[src/rtl/pov_spi_master.sv]
// Byte-stream SPI master (mode 0) for a POV display: MSB-first shifting with a
// one-entry holding register so back-to-back bytes stream without sck gaps.
module pov_spi_master #(
    parameter int unsigned HALF = 2
) (
    input  logic       clk,
    input  logic       rst,
    input  logic [7:0] tx_data,
    input  logic       tx_valid,
    input  logic       tx_last,
    output logic       tx_ready,
    output logic       busy,
    output logic       cs_n,
    output logic       sck,
    output logic       mosi
);

    typedef enum logic [2:0] {IDLE, SHIFT, WAIT, HOLD, GAP} state_t;

    // Phase counter spans a full bit (2*HALF cycles); 9 bits covers HALF=255.
    localparam logic [8:0] PH_LAST   = 9'(2 * HALF - 1);
    localparam logic [8:0] HOLD_LAST = 9'(HALF - 1);
    localparam logic [8:0] HALF_P    = 9'(HALF);

    state_t     state_q, state_d;
    logic [8:0] phase_q, phase_d;
    logic [2:0] bit_q, bit_d;
    logic [7:0] shift_q, shift_d;
    logic       last_q, last_d;
    logic [7:0] hold_data_q, hold_data_d;
    logic       hold_last_q, hold_last_d;
    logic       hold_valid_q, hold_valid_d;
    logic       tx_ready_q, tx_ready_d;
    logic       busy_q, busy_d;
    logic       cs_n_q, cs_n_d;
    logic       sck_q, sck_d;
    logic       mosi_q, mosi_d;

    logic hs;
    logic end_phase;
    logic byte_end;
    logic drive_line;

    assign hs        = tx_valid & tx_ready_q;
    assign end_phase = (phase_q == PH_LAST);
    assign byte_end  = end_phase && (bit_q == 3'd0);

    always_comb begin
        state_d      = state_q;
        phase_d      = phase_q;
        bit_d        = bit_q;
        shift_d      = shift_q;
        last_d       = last_q;
        hold_data_d  = hold_data_q;
        hold_last_d  = hold_last_q;
        hold_valid_d = hold_valid_q;

        case (state_q)
            IDLE: begin
                if (hs) begin
                    shift_d = tx_data;
                    last_d  = tx_last;
                    phase_d = 9'd0;
                    bit_d   = 3'd7;
                    state_d = SHIFT;
                end
            end
            SHIFT: begin
                if (!byte_end) begin
                    if (end_phase) begin
                        phase_d = 9'd0;
                        bit_d   = 3'(bit_q - 3'd1);
                    end else begin
                        phase_d = 9'(phase_q + 9'd1);
                    end
                    if (hs) begin
                        hold_data_d  = tx_data;
                        hold_last_d  = tx_last;
                        hold_valid_d = 1'b1;
                    end
                end else if (last_q) begin
                    state_d = HOLD;
                    phase_d = 9'd0;
                    if (hs) begin
                        hold_data_d  = tx_data;
                        hold_last_d  = tx_last;
                        hold_valid_d = 1'b1;
                    end
                end else if (hold_valid_q) begin
                    // Holding byte moves up while a same-cycle handshake refills holding.
                    shift_d = hold_data_q;
                    last_d  = hold_last_q;
                    phase_d = 9'd0;
                    bit_d   = 3'd7;
                    if (hs) begin
                        hold_data_d = tx_data;
                        hold_last_d = tx_last;
                    end else begin
                        hold_valid_d = 1'b0;
                    end
                end else if (hs) begin
                    shift_d = tx_data;
                    last_d  = tx_last;
                    phase_d = 9'd0;
                    bit_d   = 3'd7;
                end else begin
                    state_d = WAIT;
                    phase_d = 9'd0;
                end
            end
            WAIT: begin
                if (hs) begin
                    shift_d = tx_data;
                    last_d  = tx_last;
                    phase_d = 9'd0;
                    bit_d   = 3'd7;
                    state_d = SHIFT;
                end
            end
            HOLD: begin
                if (phase_q == HOLD_LAST) begin
                    state_d = GAP;
                    phase_d = 9'd0;
                end else begin
                    phase_d = 9'(phase_q + 9'd1);
                end
            end
            GAP: begin
                if (end_phase) begin
                    phase_d = 9'd0;
                    if (hold_valid_q) begin
                        shift_d      = hold_data_q;
                        last_d       = hold_last_q;
                        hold_valid_d = 1'b0;
                        bit_d        = 3'd7;
                        state_d      = SHIFT;
                    end else begin
                        state_d = IDLE;
                    end
                end else begin
                    phase_d = 9'(phase_q + 9'd1);
                end
            end
            default: begin
                state_d      = IDLE;
                phase_d      = 9'd0;
                bit_d        = 3'd0;
                hold_valid_d = 1'b0;
            end
        endcase
    end

    // Outputs are registered from the next state; tx_ready also opens on the
    // last cycle of a non-final byte so a new byte can replace the one moving up.
    always_comb begin
        drive_line = (state_d == SHIFT) || (state_d == WAIT) || (state_d == HOLD);
        cs_n_d     = !drive_line;
        sck_d      = (state_d == SHIFT) && (phase_d >= HALF_P);
        mosi_d     = drive_line ? shift_d[bit_d] : 1'b0;
        busy_d     = (state_d != IDLE);
        tx_ready_d = 1'b0;
        case (state_d)
            IDLE:    tx_ready_d = 1'b1;
            SHIFT:   tx_ready_d = !hold_valid_d ||
                                  ((phase_d == PH_LAST) && (bit_d == 3'd0) && !last_d);
            WAIT:    tx_ready_d = !hold_valid_d;
            default: tx_ready_d = 1'b0;
        endcase
    end

    always_ff @(posedge clk) begin
        if (!rst) begin
            state_q      <= IDLE;
            phase_q      <= 9'd0;
            bit_q        <= 3'd0;
            shift_q      <= 8'd0;
            last_q       <= 1'b0;
            hold_data_q  <= 8'd0;
            hold_last_q  <= 1'b0;
            hold_valid_q <= 1'b0;
            tx_ready_q   <= 1'b0;
            busy_q       <= 1'b0;
            cs_n_q       <= 1'b1;
            sck_q        <= 1'b0;
            mosi_q       <= 1'b0;
        end else begin
            state_q      <= state_d;
            phase_q      <= phase_d;
            bit_q        <= bit_d;
            shift_q      <= shift_d;
            last_q       <= last_d;
            hold_data_q  <= hold_data_d;
            hold_last_q  <= hold_last_d;
            hold_valid_q <= hold_valid_d;
            tx_ready_q   <= tx_ready_d;
            busy_q       <= busy_d;
            cs_n_q       <= cs_n_d;
            sck_q        <= sck_d;
            mosi_q       <= mosi_d;
        end
    end

    assign tx_ready = tx_ready_q;
    assign busy     = busy_q;
    assign cs_n     = cs_n_q;
    assign sck      = sck_q;
    assign mosi     = mosi_q;

endmodule

[config.mk]
export PLATFORM = sky130hd
export DESIGN_NAME = pov_spi_master
export DESIGN_NICKNAME = d
export VERILOG_FILES = /design/src/rtl/pov_spi_master.sv
export SDC_FILE = /design/constraint.sdc
export NUM_CORES = 1
export LEC_CHECK = 0
export CORE_MARGIN = 5
export CORE_UTILIZATION = 62
export CTS_BUF_LIST = sky130_fd_sc_hd__clkbuf_8
export DETAILED_ROUTE_END_ITERATION = 10
export PLACE_DENSITY = 0.86
export RECOVER_POWER = 25
export SLEW_MARGIN = 5
export SYNTH_ARGS = -nofsm -noshare
export SYNTH_HDL_FRONTEND = slang
export SYNTH_SLANG_ARGS = --single-unit
export TNS_END_PERCENT = 1
[constraint.sdc]
create_clock -name clk -period 2.9 [get_ports clk]
set_clock_uncertainty 0.2 [all_clocks]
set_input_delay 0.58 -clock clk [delete_from_list [all_inputs] [get_ports clk]]
set_output_delay 0.58 -clock clk [all_outputs]
set_load 0.02 [all_outputs]
==> flow_summary.yaml, run 1 <==
yosys:
  ys_seq_area_share_pct: 27.2
  synth_seq_cells: 39
  synth_nets: 385
  synth_enable_flop_cells: 0
  async_flop_share_pct: 0
  syn-instance-count: 369
  ys_warn_count: 0
  synth_top_cell_area_share_pct: 27.2
  synth_area_mm2: 0.00287
  synth.top_cells.by_area: "dfxtp_1 27%, nor2_1 6.5%, a21oi_1 5.4%"
  yosysTopAreaCell: "dfxtp_1"
  ys_types: 67
  synth-main-ff-cell: "dfxtp_1"
  syn_area_per_cell_um2: 7.78
floorplanning:
  die_area_mm2: 0.00609
  fp.coreArea_mm2: 0.00441
  initial_core_util_pct: 65.1
  io-pin-count: 17
  dieWidth_um: 78.1
  rows: 24
  die_h_um: 78.1
clock_network:
  cts_tree: "done"
  clkSlewWorstSetupHoldPaths_ns: 0.08
  ctsResizeCount: 0
  cts_buffers: 5
  clock_latency_ns: 0.30
  cts_buffer_depth: 2
  cts_hold_buf: 0
  clock-root-buffer: "clkbuf_8"
  cts.sinks: 39
  htree_num_levels: 2
  post-cts-setup-buffer-count: 0
global_route:
  gr-total-overflow: 0
  grt_max_degree: 28
  grt_pass1_vias: 2894
  antenna_found_initial: 0
  grt_use_total_pct: 29.0
  grt_pass1_wl_um: 14300
sta:
  rsz0062_at_grt: "no"
  setup-tns-final_ns: 0
  finalHoldViolCount: 0
  fmax_mhz: 367
  relSlewSlack_pct: 66.6
  min_period_ns: 2.73
  whs_ns: 0.327
  period_share_pct: 94.0
  maxSlewViolCount: 0
  worst_slew_pin_slew_ns: 0.499
  setup_violations: 0
route:
  drc_errors: 0
  routed-via-count: 3074
  antenna_left: 0
  drt-wirelength-per-cell_um: 19.3
  drt_iter0_drc: 359
  routed_wl_um: 8710
  vias_per_cell: 6.82
  drt_first_pass_iters: 7
setup_path:
  critPathMaxFanout: 5
  cp_num_buf_inv: 1
  startpoint: "tx_valid"
  cp_slowest_cell: "clkdlybuf4s50_1"
  cp.arrival_ns: 2.76
  cp_top_family: "compound AO/OA/AOI/OAI gates"
  path_class: "input pin to flip-flop"
  crit_chain: "clkdlybuf4s50_1, and2_1, o22a_1, o21ai_0, o32ai_1, mux2i_1, a211o_1, o22ai_1"
  crit_path_start_kind: "input pin"
  cp_slowest_stage_delay_ns: 0.56
  r2r-start: "phase_q[0]$_SDFF_PN0_"
  worstPathRequired_ns: 2.93
  end_kind: "flip-flop"
placed_design:
  post-dp-hpwl_um: 6250
  place_area_mm2: 0.00321
  io_buffer_count: 16
  gp_congestion: 0.972
run:
  drv_cap: 0
hold_path:
  holdCritStartpoint: "hold_data_q[2]$_SDFFE_PN0P_"
  hold_class: "flip-flop to flip-flop"
layout:
  fillerInstances: 348
  diodes: 0
  area_growth_pct: 15.7
  final_area_mm2: 0.00332
  drive_above_1_share_pct: 15.3
  nNetsFinal: 414
power:
  power_density_mw_per_mm2: 415
  peakVddDrop_mv: 0.252
  p_leak_nw: 1.29
outcome:
  outcome: "completed"
==> sequential cells by signal, indices dropped and copies added, names as in the netlist <==
register,count
busy,1
shift_q,8
sck,1
tx_ready,1
state_q,3
mosi,1
cs_n,1
last_q,1
hold_valid_q,1
phase_q,9
bit_q,3
hold_last_q,1
hold_data_q,8
==> area by class of cell <==
cell class / count / area (um2) / area share (%)
clock inverter: 2 / 35.0 / 1.05
tap: 52 / 65.1 / 1.96
timing repair buffer: 50 / 428 / 12.9
multi-input combinational: 294 / 1900 / 57.2
clock buffer: 6 / 82.6 / 2.48
inverter: 8 / 30.0 / 0.904
sequential: 39 / 781 / 23.5
==> cells by family after synthesis <==
| kind of cell | synth area share [%] |
|---|---|
| adders and majority gates | 2.09 |
| DFF | 27.2 |
| and+or+nand+nor | 26.0 |
| buffers and inverters | 6.75 |
| muxes | 4.88 |
| AOI/OAI and AO/OA | 33.1 |
==> tightest hold or removal path, delay by kind of cell (launching register included) <==
kind / cells / cell delay (ns)
DFF: 1 / 0.35
muxes: 1 / 0.07
and+or+nand+nor: 1 / 0.07
==> through the flow <==
stage	util, %	setup WS (ns)	total power, W	instances
6_report	75.3	0.174	0.00138	451
2_1_floorplan	-	0.450	0.000786	369
3_3_place_gp	72.6	0.0173	0.000895	443
4_1_cts	75.3	0.257	0.00138	451
5_1_grt	75.3	0.0540	0.00144	451
3_5_place_dp	72.6	-0.0288	0.000901	443
==> cell usage after synthesis (all sizes together) (9+ instances only) <==
cell and n:
a21o 9, a21oi 31, and2 11, and3 9
buf 14, clkbuf 14, dfxtp 39, mux2i 14
nand2 25, nor2 50, o21ai 33
==> power breakdown <==
group          total (W)  switching (W)  internal (W)
registers       0.000588      0.0000291      0.000558
clock network   0.000484       0.000206      0.000279
logic           0.000308       0.000163      0.000144
total            0.00138       0.000398      0.000981
==> placed cells by master (no fill, tap or decap), drive strengths merged, types with 3 or more instances in the layout <==
cell type and instances:
a31oi 6, buf 34, o32ai 4, a211oi 4, nand2b 3, a21o 9
o22a 4, inv 8, clkdlybuf4s50 11, o22ai 6, dlygate4sd3 5, nor2 50
and4 4, nand2 25, dfxtp 39, clkbuf 6, o2bb2ai 7, mux2i 14
o21ai 33, nor4 5, a311oi 3, o41ai 3, nand3 7, nor3 8
o32a 4, a21oi 31, and3b 3, and3 9, ha 4, nor3b 5
and2 11
==> final timing paths <==
path                                  to  slack, ns  cells past startpoint
max                      mosi$_SDFF_PN0_       0.17                      8
min          hold_data_q[2]$_SDFFE_PN0P_       0.33                      2
max reg2reg              mosi$_SDFF_PN0_       0.19                      9
min reg2reg  hold_data_q[2]$_SDFFE_PN0P_       0.33                      2
==> routing by layer <==
layer / vias to the layer above / share of wire, % / global-route usage [%]
met2: 188 / 46 / 46.0
met3: 26 / 8.9 / 6.06
li1: 1441 / - / -
met4: 0 / 3.1 / 13.3
met1: 1419 / 42 / 37.5
met5: - / 0 / 0
Power figures use the tool's default switching activity.
==> inputs of run 2 (changes only) <==
- CORE_MARGIN: 5 -> 3
- SKIP_CTS_REPAIR_TIMING: not set -> 1
==> run 2 against run 1 <==
Power increased by 4.6%. Global-route usage increased by 2.2 points. First-iteration DRC count increased by 21%. Flip-flop and latch count unchanged. Routed wire length decreased by 5.5%. Design area decreased by 0.23%. Critical path type unchanged.
==> flow_summary.yaml, run 2 (synthesized netlist as in run 1, its figures left out) <==
outcome:
  outcome: "completed"
sta:
  setup_violations: 0
  period_share_pct: 94.1
  finalHoldViolCount: 0
  maxSlewViolCount: 0
  rsz0062_at_grt: "no"
  fmax_mhz: 366
  setup-tns-final_ns: 0
  min_period_ns: 2.73
  relSlewSlack_pct: 63.0
  worst_slew_pin_slew_ns: 0.553
layout:
  final_area_mm2: 0.00332
  area_growth_pct: 15.5
  largest_reg_flops: 9
  diodes: 0
  drive_above_1_share_pct: 15.1
  largest_register: "phase_q"
  final_common_cell: "nor2_1"
  reg_top3: "phase_q x9, hold_data_q x8, shift_q x8"
  nNetsFinal: 412
  layout_common_cells: "50 x nor2_1, 39 x dfxtp_1, 32 x buf_4, 31 x a21oi_1, 30 x o21ai_0"
route:
  drt-wirelength-per-cell_um: 18.3
  routed-via-count: 3086
  drc_errors: 0
  drt_first_pass_iters: 5
  drt_iter0_drc: 434
  vias_per_cell: 6.87
  antenna_left: 0
  routed_wl_um: 8230
setup_path:
  critPathMaxFanout: 6
  rrSetupSlack_ns: 0.20
  path_class: "input pin to flip-flop"
  crit_path_start_kind: "input pin"
  worstPathRequired_ns: 2.92
  end_kind: "flip-flop"
  worstRegToRegCells: 7
  cp.arrival_ns: 2.75
  r2r-start: "state_q[2]$_SDFF_PN0_"
  rr_endpoint: "mosi$_SDFF_PN0_"
clock_network:
  cts_buffers: 5
  cts_tree: "done"
  cts_buffer_depth: 2
  clock-root-buffer: "clkbuf_8"
  cts.sinks: 39
  clock_latency_ns: 0.30
  htree_num_levels: 2
  clkSlewWorstSetupHoldPaths_ns: 0.08
global_route:
  grt_max_degree: 28
  grt_pass1_vias: 2762
  gr-total-overflow: 0
  antenna_found_initial: 0
  grt_use_total_pct: 31.2
  grt_pass1_wl_um: 13400
run:
  drv_cap: 0
floorplanning:
  fp.coreArea_mm2: 0.00441
  initial_core_util_pct: 65.1
  io-pin-count: 17
  die_h_um: 74.1
  rows: 24
  dieWidth_um: 74.1
  die_area_mm2: 0.00548
hold_path:
  hold_class: "flip-flop to flip-flop"
  min_delay_path_depth: 2
  holdCritStartpoint: "hold_data_q[3]$_SDFFE_PN0P_"
  worstHoldEndpoint: "hold_data_q[3]$_SDFFE_PN0P_"
power:
  peakVddDrop_mv: 0.358
  p_leak_nw: 1.28
  power_w: 0.00144
  power_density_mw_per_mm2: 435
placed_design:
  post-dp-hpwl_um: 5910
  io_buffer_count: 16
  place_area_mm2: 0.00318
  gp_congestion: 0.995
-- run 2: routing by layer --
metal | global-route usage (%) | vias to the layer above | part of all wire, %
met4 | 12.9 | 0 | 3.1
met5 | 0 | - | 0
met2 | 47.7 | 200 | 45
li1 | - | 1431 | -
met3 | 7.57 | 34 | 10
met1 | 42.1 | 1421 | 41
-- run 2: power by group --
part	switching, W	internal, W	total (W)	leakage, nW
sequential	0.0000296	0.000559	0.000588	0.317
combinational	0.000163	0.000141	0.000304	0.896
clock	0.000207	0.000343	0.000550	0.0644
-- run 2: per-stage QoR --
stage,hold WS (ns),std cells,util [%],setup WS [ns]
after CTS,0.335,449,75.1,0.155
after floorplan,0.275,369,-,0.450
after global placement,0.296,441,72.0,0.0662
after detailed placement,0.310,441,72.0,-0.0162
after global routing,0.371,449,75.1,0.0547
final,0.339,449,75.1,0.171
-- run 2: how the worst max path moves through the flow --
stage,from,to,cells past startpoint
3_5_place_dp,tx_valid,mosi$_SDFF_PN0_,9
2_1_floorplan,phase_q[0]$_SDFF_PN0_,mosi$_SDFF_PN0_,9
4_1_cts,phase_q[0]$_SDFF_PN0_,mosi$_SDFF_PN0_,9
3_3_place_gp,tx_valid,mosi$_SDFF_PN0_,9
5_1_grt,state_q[0]$_SDFF_PN0_,tx_ready$_SDFF_PN0_,7
6_report,tx_valid,mosi$_SDFF_PN0_,9
-- run 2: area by class of cell --
type	instances	area (um2)
Fill cell	353	1100
Clock buffer	5	68.8
Inverter	8	30.0
Clock inverter	3	67.6
Sequential cell	39	781
Multi-Input combinational cell	294	1900
Timing Repair Buffer	48	400
Tap cell	52	65.1
-- run 2: worst max-delay path: stages --
cell	delay, ns
clkdlybuf4s50_1	0.54
and2_0	0.34
buf_4	0.22
o22a_1	0.13
o21ai_0	0.07
o22ai_1	0.28
mux2i_1	0.12
a211o_1	0.31
o22ai_1	0.15
